**src/rtl/cpu_defs.sv**
```systemverilog
// Shared CPU definitions for the fetch stage: reset address, PC step,
// instruction width and the 2-bit branch counter encodings.
package cpu_defs;

  localparam int          INSTR_W      = 32;
  localparam logic [31:0] RESET_PC_DEF = 32'h0000_3000;
  localparam logic [31:0] PC_INC       = 32'd4;

  // Two-bit saturating branch counter; the MSB is the taken prediction.
  typedef enum logic [1:0] {
    SNT = 2'b00,
    WNT = 2'b01,
    WT  = 2'b10,
    ST  = 2'b11
  } ctr_t;

  // Saturating step of a branch counter toward the resolved outcome.
  function automatic ctr_t ctr_step(input ctr_t cur, input logic taken);
    ctr_t res;
    res = cur;
    if (taken) begin
      if (cur != ST) res = ctr_t'(cur + 2'b01);
    end else begin
      if (cur != SNT) res = ctr_t'(cur - 2'b01);
    end
    return res;
  endfunction

  // A counter is predicting taken when it is in either taken state.
  function automatic logic ctr_taken(input ctr_t cur);
    return (cur == WT) || (cur == ST);
  endfunction

endpackage

```
**src/rtl/branch_predictor_table.sv**
```systemverilog
// Direct-mapped branch history table (2-bit counters) plus branch target
// buffer. One combinational lookup port, one clocked update port.
// Only built when BHT_PREDICT_EN is defined.
module branch_predictor_table
  import cpu_defs::*;
#(
  parameter int BHT_IDX_W = 6
) (
  input  logic               clk,
  input  logic               rst_n,
  input  logic [INSTR_W-1:0] lookup_pc,
  output logic               lookup_taken,
  output logic [INSTR_W-1:0] lookup_target,
  input  logic               upd_valid,
  input  logic [INSTR_W-1:0] upd_pc,
  input  logic               upd_taken,
  input  logic [INSTR_W-1:0] upd_target
);

  localparam int DEPTH = 1 << BHT_IDX_W;
  localparam int TAG_W = INSTR_W - BHT_IDX_W - 2;
  localparam int TGT_W = INSTR_W - 2;

  ctr_t             ctr_q    [DEPTH];
  logic             valid_q  [DEPTH];
  logic [TAG_W-1:0] tag_q    [DEPTH];
  logic [TGT_W-1:0] target_q [DEPTH];

  logic [BHT_IDX_W-1:0] lookup_idx;
  logic [TAG_W-1:0]     lookup_tag;
  logic [BHT_IDX_W-1:0] upd_idx;
  logic [TAG_W-1:0]     upd_tag;
  logic                 upd_hit;
  ctr_t                 upd_ctr;
  logic                 unused_low_bits;

  assign lookup_idx = lookup_pc[BHT_IDX_W+1:2];
  assign lookup_tag = lookup_pc[INSTR_W-1:BHT_IDX_W+2];
  assign upd_idx    = upd_pc[BHT_IDX_W+1:2];
  assign upd_tag    = upd_pc[INSTR_W-1:BHT_IDX_W+2];

  // Byte-offset bits never take part in indexing or stored targets.
  assign unused_low_bits = ^{lookup_pc[1:0], upd_pc[1:0], upd_target[1:0]};

  // Lookup reads the stored state, so a same-cycle update is not yet visible.
  always_comb begin
    lookup_taken  = 1'b0;
    lookup_target = {target_q[lookup_idx], 2'b00};
    if (valid_q[lookup_idx] && (tag_q[lookup_idx] == lookup_tag)) begin
      lookup_taken = ctr_taken(ctr_q[lookup_idx]);
    end
  end

  // New counter value: a branch that doesn't own the entry restarts from the
  // weak state matching its outcome instead of inheriting another branch's history.
  always_comb begin
    upd_hit = valid_q[upd_idx] && (tag_q[upd_idx] == upd_tag);
    if (upd_hit) begin
      upd_ctr = ctr_step(ctr_q[upd_idx], upd_taken);
    end else begin
      upd_ctr = upd_taken ? WT : WNT;
    end
  end

  // Table storage: cleared on reset, written by resolved conditional branches.
  always_ff @(posedge clk or negedge rst_n) begin
    if (!rst_n) begin
      for (int i = 0; i < DEPTH; i++) begin
        ctr_q[i]    <= WNT;
        valid_q[i]  <= 1'b0;
        tag_q[i]    <= '0;
        target_q[i] <= '0;
      end
    end else if (upd_valid) begin
      ctr_q[upd_idx] <= upd_ctr;
      if (upd_taken) begin
        valid_q[upd_idx]  <= 1'b1;
        tag_q[upd_idx]    <= upd_tag;
        target_q[upd_idx] <= upd_target[INSTR_W-1:2];
      end
    end
  end

endmodule

```
**src/rtl/if_pc_predict.sv**
```systemverilog
// IF-stage PC generator: holds the fetch PC, drives the instruction-memory
// address and chooses the next PC from redirect, stall, prediction or +4.
// Prediction hardware is present only when BHT_PREDICT_EN is defined;
// otherwise fetch is purely sequential and the update port is ignored.
module if_pc_predict
  import cpu_defs::*;
#(
  parameter logic [31:0] RESET_PC  = RESET_PC_DEF,
  parameter int          BHT_IDX_W = 6
) (
  input  logic               clk,
  input  logic               rst_n,
  input  logic               stall,
  input  logic               redirect,
  input  logic [INSTR_W-1:0] redirect_pc,
  input  logic               upd_valid,
  input  logic [INSTR_W-1:0] upd_pc,
  input  logic               upd_taken,
  input  logic [INSTR_W-1:0] upd_target,
  output logic [INSTR_W-1:0] pc_if,
  output logic               branch_predict_if
);

  logic [INSTR_W-1:0] pc_next;
  logic [INSTR_W-1:0] pc_seq;
  logic [INSTR_W-1:0] redirect_aligned;
  logic [INSTR_W-1:0] pred_target;
  logic               pred_taken;
  logic               unused_redirect_low;

  assign pc_seq              = pc_if + PC_INC;
  assign redirect_aligned    = {redirect_pc[INSTR_W-1:2], 2'b00};
  assign unused_redirect_low = ^redirect_pc[1:0];

`ifdef BHT_PREDICT_EN
  branch_predictor_table #(
    .BHT_IDX_W (BHT_IDX_W)
  ) u_table (
    .clk           (clk),
    .rst_n         (rst_n),
    .lookup_pc     (pc_if),
    .lookup_taken  (pred_taken),
    .lookup_target (pred_target),
    .upd_valid     (upd_valid),
    .upd_pc        (upd_pc),
    .upd_taken     (upd_taken),
    .upd_target    (upd_target)
  );
`else
  logic                 unused_upd;
  logic [BHT_IDX_W-1:0] unused_idx;

  assign pred_taken  = 1'b0;
  assign pred_target = pc_seq;
  assign unused_upd  = ^{upd_valid, upd_pc, upd_taken, upd_target};
  assign unused_idx  = pc_if[BHT_IDX_W+1:2];
`endif

  assign branch_predict_if = pred_taken;

  // Next-PC priority: EX redirect wins over a stall, a stall wins over prediction.
  always_comb begin
    pc_next = pc_seq;
    if (redirect) begin
      pc_next = redirect_aligned;
    end else if (stall) begin
      pc_next = pc_if;
    end else if (pred_taken) begin
      pc_next = {pred_target[INSTR_W-1:2], 2'b00};
    end
  end

  // Fetch PC register.
  always_ff @(posedge clk or negedge rst_n) begin
    if (!rst_n) begin
      pc_if <= RESET_PC;
    end else begin
      pc_if <= pc_next;
    end
  end

endmodule
```
**config.mk**
```make
export PLATFORM = sky130hd
export DESIGN_NAME = if_pc_predict
export DESIGN_NICKNAME = d
export VERILOG_FILES = /design/src/rtl/cpu_defs.sv /design/src/rtl/branch_predictor_table.sv /design/src/rtl/if_pc_predict.sv
export SDC_FILE = /design/constraint.sdc
export NUM_CORES = 1
export LEC_CHECK = 0
export CORE_MARGIN = 5
export CORE_UTILIZATION = 34
export DETAILED_ROUTE_END_ITERATION = 12
export PLACE_DENSITY = 0.89
export SYNTH_ARGS = -nofsm -noshare
export SYNTH_HDL_FRONTEND = slang
export SYNTH_HIERARCHICAL = 1
export SYNTH_SLANG_ARGS = --single-unit
export TNS_END_PERCENT = 1
```
**constraint.sdc**
```tcl
create_clock -name clk -period 2.4 [get_ports clk]
set_input_delay 0.48 -clock clk [delete_from_list [all_inputs] [get_ports clk]]
set_output_delay 0.48 -clock clk [all_outputs]
set_load 0.01 [all_outputs]
```
After elaboration in Yosys (flattened, before gate mapping)
Cells that the tools add are included.
Storage, ports and cells
  register bits: 32
  input port bits: 102
  output and inout bits: 33
Operators by class
  equality and inequality tests: 1
  add/sub/neg operators: 1
  muxes and demuxes: 2
Operators with widths (number)
  $mux 32: 2
  $add 32x3->32 const B: 1
  $ne 2x1->1 const B: 1

Longest topological paths before layout
  word-level depth: 3
  gate-level depth with buffers: 7
  depth with buffers taken out: 6

Worst setup path after synthesis
Ideal clock, no wire load.
  path type: reg2reg
  start: register pc_if[2]
  end: register pc_if[28]
  arrival time: 1684 ps
  setup time: 125 ps
  path buffers: 0
  cell stages (with the launch flop): 7
  slack: 591 ps
  path through: dfrtp_1 ha_1 and3b_1 nand3_1 nor4_1 xor2_1 mux2_2
On the way
  word-level cells in the longest chain between the ends: 3
RTL lines
  start, declared: line if_pc_predict.sv:20  | output logic [INSTR_W-1:0] pc_if,
  start signal, assigned: line if_pc_predict.sv:78  | pc_if <= pc_next;
  $add 32x3->32: line if_pc_predict.sv:31  | assign pc_seq = pc_if + PC_INC;
  $mux 32: line if_pc_predict.sv:66  | end else if (stall) begin
  $mux 32: line if_pc_predict.sv:64  | if (redirect) begin
Every way passes these cells. The select of a mux whose other input is x is not followed.
A chain may end at the register's enable or synchronous reset.

Worst setup path in the final report
  start: input port stall
  end: register pc_if[31]
On the way
  word-level cells in the longest chain between the ends: 1
RTL lines
  start, declared: line if_pc_predict.sv:13  | input logic stall,
  $ne 2x1->1 (no source line)
Every way passes these cells.

==> results by group <==
Worst setup path
  – WS Path Type: primary input to flip-flop
  – Kind of cell adding the most delay to the critical path: simple AND/OR/NAND/NOR gates
  – Slowest CP cell: clkdlybuf4s50_1
  – Worst path bufs/invs: 2
  – Crit-path max cell delay: 0.46 ns
  – Critical-path maximum fanout: 9
  – Req. time, crit path: roughly 2.6 ns
  – Crit. End Element: flip-flop
  – CP Cell Sequence: clkdlybuf4s50_1, nand4b_2, or3_1, buf_4, nor4_4, xnor2_1, o21ai_1
  – Crit path DAT: approximately 2.2 ns
  – CP Launch Type: primary input

STA
  – Clock period minus worst slack: 2.008 ns
  – Worst-case clock skew: between 0.005 and 0.006 ns
  – Crit path setup slack, layout: between 0.3 and 0.4 ns
  – Fin. Hold Viols: 0
  – Max-Slew Margin vs Limit: 0.6473
  – Setup violations, final: 0
  – RSZ-0062 raised after global routing: false
  – F_max: approximately 500 MHz
  – Fin crit share: 0.8368
  – Slew Viols, Final: 0
  – Worst slew pin tran: between 0.5 and 0.6 ns
  – Setup TNS: 0 ns

Floorplanning
  – Initial Utilization: 0.3491
  – I/O pins: 135
  – Die Y: 82.19 um
  – Die X: 82.19 um
  – Core area: around 5100 sq um
  – Die ar.: about 6800 sq um
  – Site Rows: 26

Synthesis
  – Avg Cell Area, Syn: just over 9 sq um
  – Number of flops mapped to enable cells by yosys: 0
  – Adder and majority gate portion of the synthesized area: 0.007062
  – Share of async-settable or async-resettable flops after synthesis: 1.000
  – Cell Area, Synth: between 1500 and 2000 sq um
  – Prevailing post-synth register cell: dfrtp_1
  – Mapped Cells: between 150 and 200
  – Seq/Total Area, Yosys: 0.4251
  – Synth Area in Compound Gates: 0.08475
  – Ys Warns: 6
  – Post-synthesis mux area share: 0.01201
  – Largest family of logic cells by synthesized area: simple AND/OR/NAND/NOR gates
  – Post-synthesis simple-gate area fraction: 0.2832
  – Synth Register Bits: 30
  – Distinct cell type count of the synthesized netlist: 36
  – XOR/XNOR share of the synthesized area: 0.1384

GRT
  – Met3 usage: 0.02928
  – First-pass GRT wire length: roughly 7500 um
  – Vias in the first global route: 1,559
  – Total gr overflow: 0
  – Met2 Use GR: 0.2276
  – Initial antenna violation count: 0
  – Met1 global-route usage: 0.1935
  – GRT busiest layer: met2
  – Largest net degree at the start of global routing: 36
  – GRT Util Overall: 0.1442

Status
  – Outcome: finished clean

Layout
  – Post-Layout Cell Count: around 340
  – Layout overhead on the synthesized area: 47.25%
  – Largest register FFs: 30
  – NumNets Final: 368
  – Ant. Diodes: 0
  – Fin area: around 2600 sq um
  – Biggest regs: pc_if x30
  – Top reg by flops: pc_if
  – Layout cells sized above 1: 0.1165

Clock network
  – Cts hold-fix bufs: 0
  – TritonCTS Buffers: 5
  – Clock-pin slew on the worst setup and hold paths: roughly 0.070 ns
  – Clock tree buffer depth: 2
  – Setup bufs post-CTS: 0
  – CTS tree: yes
  – CTS HTree Levels: 2
  – Clk sink count: 30
  – CTS resizes: 0
  – CTS Root Cell: clkbuf_8
  – Worst-Skew Late Latency: 0.28 ns

Route
  – DRT iter0 DRCs: 78
  – Average routed wire per standard cell: about 13 um
  – Pre-antenna DRT Iters: 4
  – Vias: between 1,500 and 2,000
  – Via density: 4.732
  – Routed Antenna Nets: 0
  – # DRC: 0
  – Final wirelength: ~4400 um

Worst hold path
  – Worst Hold Class: flip-flop to flip-flop

Power
  – Internal: around 1.0 mW
  – Gate power share: 0.219
  – Worst VDD drop: about 0.23 mV
  – Leak Pwr: between 1 and 1.5 nW
  – Flop pwr share: 0.440
  – Cell Pwr Density: ~540 nW/um^2
  – Clock power frac: 0.341
  – Sw frac: 0.2709
  – P_sw: ~0.38 mW

Run
  – # Max-Cap Violations: 0

Place
  – Placed Area: 2499 sq um
  – Worst slack, placed: ~0.076 ns
  – DPL Wire Length: 3337 um
  – Input/output buffers: 63
  – Cell Count Post-Placement: about 330
  – GP Congestion: 0.7603
Yosys cell counts, types with 3 or more instances:
library cell | n | area [sq um]
and3_1 | 4 | 25.02
nor3_1 | 8 | 40.04
inv_1 | 4 | 15.01
nand3_1 | 6 | 30.03
buf_4 | 4 | 30.03
o21ai_0 | 22 | 110.1
xnor2_1 | 20 | 175.2
nand2_1 | 41 | 153.9
dfrtp_1 | 28 | 700.7
nor2_1 | 7 | 26.28
xor2_1 | 8 | 70.07
nor4_4 | 3 | 63.81
clkbuf_1 | 6 | 22.52
nand4_1 | 3 | 18.77
o21ai_1 | 6 | 30.03
cell type report:
cell class / instances / area (sq um)
fill: 500 / 2466
multi-input combinational: 151 / 942.2
clock buffer: 8 / 110.1
timing repair buffer: 73 / 700.7
inverter: 4 / 15.01
sequential: 30 / 753.2
tap: 70 / 87.58
metal layers:
metal  routed length (um)  vias up
met5                    0        -
met4                   62        0
met1                 1888      741
met3                  260        5
met2                 2210       49
li1                     -      795
through the flow:
step                      total power, mW  hold slack (ns)    util
after floorplan                    0.7495           0.1844       -
after global placement             0.9352           0.5754  0.4924
after detailed placement           0.9449           0.5711  0.4924
after CTS                           1.436           0.5852  0.5141
after global routing                1.503           0.6182  0.5141
final                               1.416           0.5818  0.5141
worst paths after layout:
check                           from         to  slack, ns  cells past startpoint
setup / recovery               stall  pc_if[31]       0.39                      7
hold / removal             pc_if[31]  pc_if[31]       0.58                      2
setup reg to reg            pc_if[2]  pc_if[28]       0.52                      6
hold reg to reg            pc_if[31]  pc_if[31]       0.58                      2
max in group asynchronous      rst_n  pc_if[13]       1.49                      2
min in group asynchronous      rst_n  pc_if[29]       0.59                      2
worst register-to-register path, delay by kind of cell (launching register included):
kind,cells,cell delay [ns]
simple gates,3,0.71
flops,1,0.45
mux,1,0.27
fa+ha+maj,1,0.23
xor+xnor,1,0.11
placed cells by master, fill, tap and decap left out:
| cell type | count |
|---|---|
| clkbuf_8 | 8 |
| nand2_1 | 41 |
| nand3_2 | 1 |
| inv_1 | 4 |
| and4_1 | 1 |
| and3b_1 | 1 |
| conb_1 | 3 |
| nor3_2 | 1 |
| nand4_2 | 1 |
| ha_1 | 1 |
| o21ai_1 | 6 |
| and3_1 | 4 |
| nor3b_1 | 1 |
| xor2_1 | 8 |
| and2b_1 | 1 |
| or3_1 | 2 |
| nor3_1 | 8 |
| nand4b_2 | 1 |
| buf_4 | 10 |
| buf_2 | 1 |
| mux2_2 | 1 |
| nor4_1 | 2 |
| nor2_1 | 7 |
| o21ai_0 | 22 |
| xnor2_1 | 20 |
| nand3b_1 | 1 |
| dfstp_2 | 2 |
| a221o_1 | 1 |
| nor4_2 | 2 |
| clkdlybuf4s50_1 | 62 |
| mux2i_1 | 1 |
| nand3_1 | 6 |
| nand4_1 | 3 |
| dfrtp_1 | 28 |
| and2_1 | 1 |
| nor4_4 | 3 |
power groups by stage:
stage	Clock, mW	Sequential [mW]	Combinational, mW
floorplan	0	0.642	0.107
global placement	0	0.628	0.307
detailed placement	0	0.632	0.313
CTS	0.497	0.623	0.316
global route	0.526	0.633	0.343
finish	0.483	0.622	0.310
kinds of logic (layout without fill, tap and decap cells):
| family | after synthesis | after routing |
|---|---|---|
| xor gates and xnor gates | 28 | 28 |
| buffers and inverters | 16 | 85 |
| other | 1 | 3 |
| and+or+nand+nor | 88 | 88 |
| muxes | 2 | 2 |
| AOI/OAI and AO/OA | 29 | 29 |
| DFF | 30 | 30 |
| adders and majority gates | 1 | 1 |
No activity file was read; power rests on OpenSTA's default activity.
